**config.mk**
```make
export PLATFORM = sky130hd
export DESIGN_NAME = alu_operand_stage
export DESIGN_NICKNAME = d
export VERILOG_FILES = /design/src/rtl/alu_operand_stage.sv
export SDC_FILE = /design/constraint.sdc
export NUM_CORES = 2
export LEC_CHECK = 0
export CAP_MARGIN = 40
export CORE_AREA = 10 10 448 450
export DETAILED_ROUTE_END_ITERATION = 12
export DIE_AREA = 0 0 458 460
export PLACE_DENSITY = 0.77
export SLEW_MARGIN = 0
export SYNTH_ARGS = -nofsm -noshare
export SYNTH_HDL_FRONTEND = slang
export SYNTH_SLANG_ARGS = --single-unit
```
**constraint.sdc**
```tcl
create_clock -name CLK -period 2.1 [get_ports CLK]
set_input_delay 0.42 -clock CLK [delete_from_list [all_inputs] [get_ports CLK]]
set_output_delay 0.42 -clock CLK [all_outputs]
set_load 0.01 [all_outputs]
```
**src/rtl/alu_operand_stage.sv**
```systemverilog
// Register file plus one-entry valid/ready operand stage feeding the ALU.
// Optional: define ALU_OPERAND_REFRESH_EN to refresh stalled operands from writeback.
module alu_operand_stage #(
  parameter int unsigned DATA_W = 64,
  parameter int unsigned ADDR_W = 5,
  parameter int unsigned NREGS  = 32
) (
  input  logic              CLK,
  input  logic              Reset_L,
  input  logic              InValid,
  output logic              InReady,
  input  logic [ADDR_W-1:0] RA,
  input  logic [ADDR_W-1:0] RB,
  input  logic [DATA_W-1:0] ImmVal,
  input  logic              ALUSrc,
  input  logic [3:0]        ALUCtrlIn,
  input  logic              RegWr,
  input  logic [ADDR_W-1:0] RW,
  input  logic [DATA_W-1:0] BusW,
  output logic              OutValid,
  input  logic              OutReady,
  output logic [DATA_W-1:0] BusA,
  output logic [DATA_W-1:0] BusB,
  output logic [3:0]        ALUCtrl
);

  localparam logic [ADDR_W-1:0] Xzr = ADDR_W'(NREGS - 1);

  // Entry NREGS-1 is never written, so it reads as zero regardless of the mux below.
  logic [DATA_W-1:0] regs_q [NREGS];

  logic              wr_en;
  logic [DATA_W-1:0] rd_a, rd_b, op_b;
  logic              accept, stall;

  logic              out_valid_q, out_valid_d;
  logic [DATA_W-1:0] bus_a_q, bus_a_d;
  logic [DATA_W-1:0] bus_b_q, bus_b_d;
  logic [3:0]        alu_ctrl_q, alu_ctrl_d;

  assign wr_en = RegWr && (RW != Xzr);

  always_ff @(posedge CLK or negedge Reset_L) begin
    if (!Reset_L) begin
      for (int i = 0; i < int'(NREGS); i++) regs_q[i] <= '0;
    end else if (wr_en) begin
      regs_q[RW] <= BusW;
    end
  end

  // Same-cycle writeback is forwarded so an accepted operand never misses it.
  always_comb begin
    rd_a = regs_q[RA];
    if (RA == Xzr)                 rd_a = '0;
    else if (RegWr && (RW == RA))  rd_a = BusW;
    rd_b = regs_q[RB];
    if (RB == Xzr)                 rd_b = '0;
    else if (RegWr && (RW == RB))  rd_b = BusW;
  end

  assign op_b    = ALUSrc ? ImmVal : rd_b;
  assign InReady = !out_valid_q || OutReady;
  assign accept  = InValid && InReady;
  assign stall   = out_valid_q && !OutReady;

`ifdef ALU_OPERAND_REFRESH_EN
  logic [ADDR_W-1:0] ra_q, rb_q;
  logic              alu_src_q;

  always_ff @(posedge CLK or negedge Reset_L) begin
    if (!Reset_L) begin
      ra_q      <= '0;
      rb_q      <= '0;
      alu_src_q <= 1'b0;
    end else if (accept) begin
      ra_q      <= RA;
      rb_q      <= RB;
      alu_src_q <= ALUSrc;
    end
  end
`endif

  always_comb begin
    out_valid_d = out_valid_q;
    bus_a_d     = bus_a_q;
    bus_b_d     = bus_b_q;
    alu_ctrl_d  = alu_ctrl_q;
    if (accept) begin
      out_valid_d = 1'b1;
      bus_a_d     = rd_a;
      bus_b_d     = op_b;
      alu_ctrl_d  = ALUCtrlIn;
    end else if (out_valid_q && OutReady) begin
      out_valid_d = 1'b0;
    end
`ifdef ALU_OPERAND_REFRESH_EN
    // A held operation tracks writebacks to its sources so it never goes stale.
    if (stall && wr_en) begin
      if (RW == ra_q)                bus_a_d = BusW;
      if (!alu_src_q && RW == rb_q)  bus_b_d = BusW;
    end
`else
    if (stall) begin
      bus_a_d = bus_a_q;
      bus_b_d = bus_b_q;
    end
`endif
  end

  always_ff @(posedge CLK or negedge Reset_L) begin
    if (!Reset_L) begin
      out_valid_q <= 1'b0;
      bus_a_q     <= '0;
      bus_b_q     <= '0;
      alu_ctrl_q  <= 4'b0000;
    end else begin
      out_valid_q <= out_valid_d;
      bus_a_q     <= bus_a_d;
      bus_b_q     <= bus_b_d;
      alu_ctrl_q  <= alu_ctrl_d;
    end
  end

  assign OutValid = out_valid_q;
  assign BusA     = bus_a_q;
  assign BusB     = bus_b_q;
  assign ALUCtrl  = alu_ctrl_q;

endmodule

```
==> results by group <==
Outcome
  – Status: finished clean

Critical path
  – Reg-to-Reg End: BusA[39]$_DFFE_PN0P_
  – Setup crit start kind: register
  – R2r setup slk: 0.004 ns
  – Worst setup EP type: register
  – Origin of the critical flop-to-flop path: regs_q[1767]$_DFFE_PN0P_
  – Crit Path Class: reg2reg
  – Most frequent CP cell: a211oi_1
  – Worst path slowest cell: a211oi_1
  – Crit path cell chain: mux4_2 -> a211oi_1 -> a211oi_1 -> a221o_1
  – Arr. time, crit path: 2.85 ns
  – Worst-path maximum fanout: 3
  – R2R cell count: 4
  – CP endpoint: BusA[39]$_DFFE_PN0P_
  – CP startpoint: regs_q[1767]$_DFFE_PN0P_
  – Req. time, crit path: 2.85 ns
  – Max incr delay on CP: 0.49 ns

Floorplan
  – # rows: between 150 and 200
  – Num ports: 287
  – Core Box Area: 0.192 mm^2
  – Die span in y: between 400 and 500 um
  – Full die area: roughly 0.21 mm^2
  – Die X: around 460 um
  – Starting Density: 59.6%

Synth
  – Synthesized cell area: 0.114 mm^2
  – Yosys cell types: 50
  – Synthesis-stage register bit count: 2,181
  – Ys flop type: dfrtp_1
  – Number of enable-type register cells in the synthesized netlist: 0
  – Register area share after synthesis: 47.8%
  – Syn_nets: 8,169
  – Avg Inst Size Synth: approximately 14 um^2
  – Asr flop ratio synth: 100%
  – Post-synthesis cell count: 8,016
  – Synth warn: 0

Drt
  – # DRC: 0
  – Via count: around 83,000
  – Total wire length: 389,000 um
  – Drt initial violations: between 9,000 and 10,000
  – DRT antenna net count: 0
  – DR pass1 iterations: 6
  – Vias/cell: 7.30
  – Wire per inst: 34.3 um

CTS
  – Clock buffer depth: 3
  – Sink Count: 2,181
  – Total CTS buffers: roughly 230
  – CTS root buf: clkbuf_16
  – Clk Latency, worst-skew pair: 0.89 ns
  – CTS tree: done
  – Clk pin slew, worst setup/hold paths: 0.06 ns
  – CTS H-Tree Depth: 4

Global route
  – Vias in the first global route: 87,057
  – First-pass GRT wire length: 578,000 um
  – Largest net degree at the start of global routing: 136
  – Initial antenna violation count: 13
  – GRT Total Usage: 36.4%
  – Grt total ovfl: 0

STA
  – FMAX: between 400 and 500 MHz
  – Final slew viol count: 0
  – Max_slew headroom: 46.1%
  – RSZ-0062 raised after global routing: yes
  – Final setup fails: 0
  – Final Hold Fails: 0
  – Crit share post-route: 99.8%
  – Fin worst setup slack: 0.00424 ns
  – Fin crit period: between 2 and 2.5 ns
  – Setup Skew: approximately 0.040 ns
  – Final setup TNS: 0 ns
  – Tightest Pin Transition: ~0.81 ns

Cells and area
  – Area delta synth->final: 19.7%
  – Core Util, Final: 71.3%
  – Layout cell share with drive strength beyond 1: 45.1%
  – Fill cells: approximately 12,000
  – Final non-filler cell total: 11,361
  – Multi-input logic area: 0.0558 mm^2
  – Net count, final: 8,795
  – Register Area: 0.0546 mm^2

Placement
  – Port Buf Inserts: around 290
  – Placer congestion estimate: 0.901
  – DP Cell Count: 10,928
  – DP Worst Slack: -0.924 ns
  – DP HPWL: 262,000 um

Power
  – LEAKAGE: 60.9 nW
  – Peak VDD IR: 901 uV
  – Pwr dens: 907 mW/mm^2
  – Final Power: 124 mW

Run
  – Total of max-cap violations: 0

Min path
  – Hold Crit Class: in2async
[logic make-up (layout without fill, tap and decap cells)]
kind of cell,after synthesis,count (layout),share of synthesized area (%)
xor gates and xnor gates,10,10,0.0768
other,0,4,0
muxes,3387,3387,39.5
buffers and inverters,938,1753,3.65
AOI/OAI and AO/OA,1136,1136,7.39
DFF,2181,2181,47.8
and+or+nand+nor,364,364,1.55
[metal layers]
layer  up-vias  GRT usage (%)  wire [um]
li1      32469              -          -
met1     43436           45.9     141000
met2      5490           56.3     179000
met3      1557           9.94      41600
met4        12           22.1      27500
met5         -              0         82
[Yosys cell counts, types with 8 or more instances]
cell | count | area share, %
a211oi_1 | 213 | 1.4
mux4_2 | 695 | 14
a221o_1 | 24 | 0.21
nand2_1 | 113 | 0.37
a22oi_1 | 154 | 1.0
buf_2 | 211 | 0.93
mux2_2 | 1776 | 18
dfrtp_1 | 2181 | 48
mux2_1 | 208 | 2.1
a22o_1 | 122 | 0.94
clkbuf_1 | 630 | 2.1
nor2_1 | 131 | 0.43
o311ai_1 | 39 | 0.30
nor2_2 | 9 | 0.049
o21ai_0 | 65 | 0.29
o21ai_1 | 10 | 0.044
a2111oi_0 | 39 | 0.30
o221ai_1 | 122 | 0.94
a21oi_1 | 135 | 0.59
buf_6 | 27 | 0.27
mux2i_1 | 708 | 6.2
buf_4 | 47 | 0.31
a221oi_1 | 64 | 0.49
buf_1 | 22 | 0.072
xnor2_1 | 10 | 0.077
or4_1 | 64 | 0.42
nor2b_1 | 8 | 0.044
o22ai_1 | 133 | 0.73
[power breakdown]
group | leakage (nW) | internal [mW] | switching [mW]
sequential | 27.9 | 50.0 | 6.52
clock | 3.77 | 24.0 | 17.4
combinational | 29.2 | 14.9 | 10.9
total | 60.9 | 89.0 | 34.8
[registers in the layout (all words and copies together) (netlist names)]
signal / count
ALUCtrl: 4
BusA: 64
OutValid: 1
BusB: 64
regs_q: 2048
[how the worst min path moves through the flow]
| stage | startpoint | to | cells after the start |
|---|---|---|---|
| 2_1_floorplan | Reset_L | ALUCtrl[0]$_DFFE_PN0P_ | 0 |
| 3_3_place_gp | Reset_L | regs_q[1737]$_DFFE_PN0P_ | 1 |
| 4_1_cts | ALUCtrlIn[1] | ALUCtrl[1]$_DFFE_PN0P_ | 3 |
| 6_report | Reset_L | regs_q[1737]$_DFFE_PN0P_ | 2 |
| 5_1_grt | Reset_L | regs_q[1347]$_DFFE_PN0P_ | 2 |
| 3_5_place_dp | Reset_L | regs_q[1993]$_DFFE_PN0P_ | 1 |
[placed cells by master, fill, tap and decap left out, types with 95 or more instances in the layout]
cell type and instances:
clkdlybuf4s50_1 140, dfrtp_1 2161, nand2_1 95, o221ai_1 122, mux2_2 1776, mux2_1 208, nor2_1 121, clkbuf_16 229
buf_4 671, a211oi_1 208, dlygate4sd2_1 119, mux2i_1 708, mux4_2 695, buf_12 379, o22ai_1 133, a21oi_1 135
a22o_1 122, a22oi_1 154
[critical path: cells and delay by family, from the launching register on]
family	cells	cell delay [ns]
AOI/OAI and AO/OA	3	1.09
DFF	1	0.40
muxes	1	0.48
[cell type report]
type	instances	share of cell area, %
diodes	4	0.00733
repair buffers	1336	11.3
well taps	2526	2.31
multi-input cells	4897	40.9
clock buffers	338	4.90
inverters	1	0.00458
clock inverters	78	0.685
flip-flops and latches	2181	40.0
[through the flow]
step                cell area [um^2]  hold slack (ns)
finish                        137000           0.0803
global route                  137000           0.0930
CTS                           137000           0.0463
detailed placement            129000            0.309
global placement              129000            0.304
floorplan                     114000            0.124
[repair_timing]
| item | CTS | global route |
|---|---|---|
| setup buffers | 9 | 3 |
| setup endpoints to repair | 147 | 18 |
| pin swaps | 1 | 1 |
| cloned | 0 | 0 |
| gates resized for setup | 179 | 15 |
| hold endpoints to repair | 913 | 0 |
| hold buffers | 1 | 0 |
No activity file was read; power rests on OpenSTA's default activity.
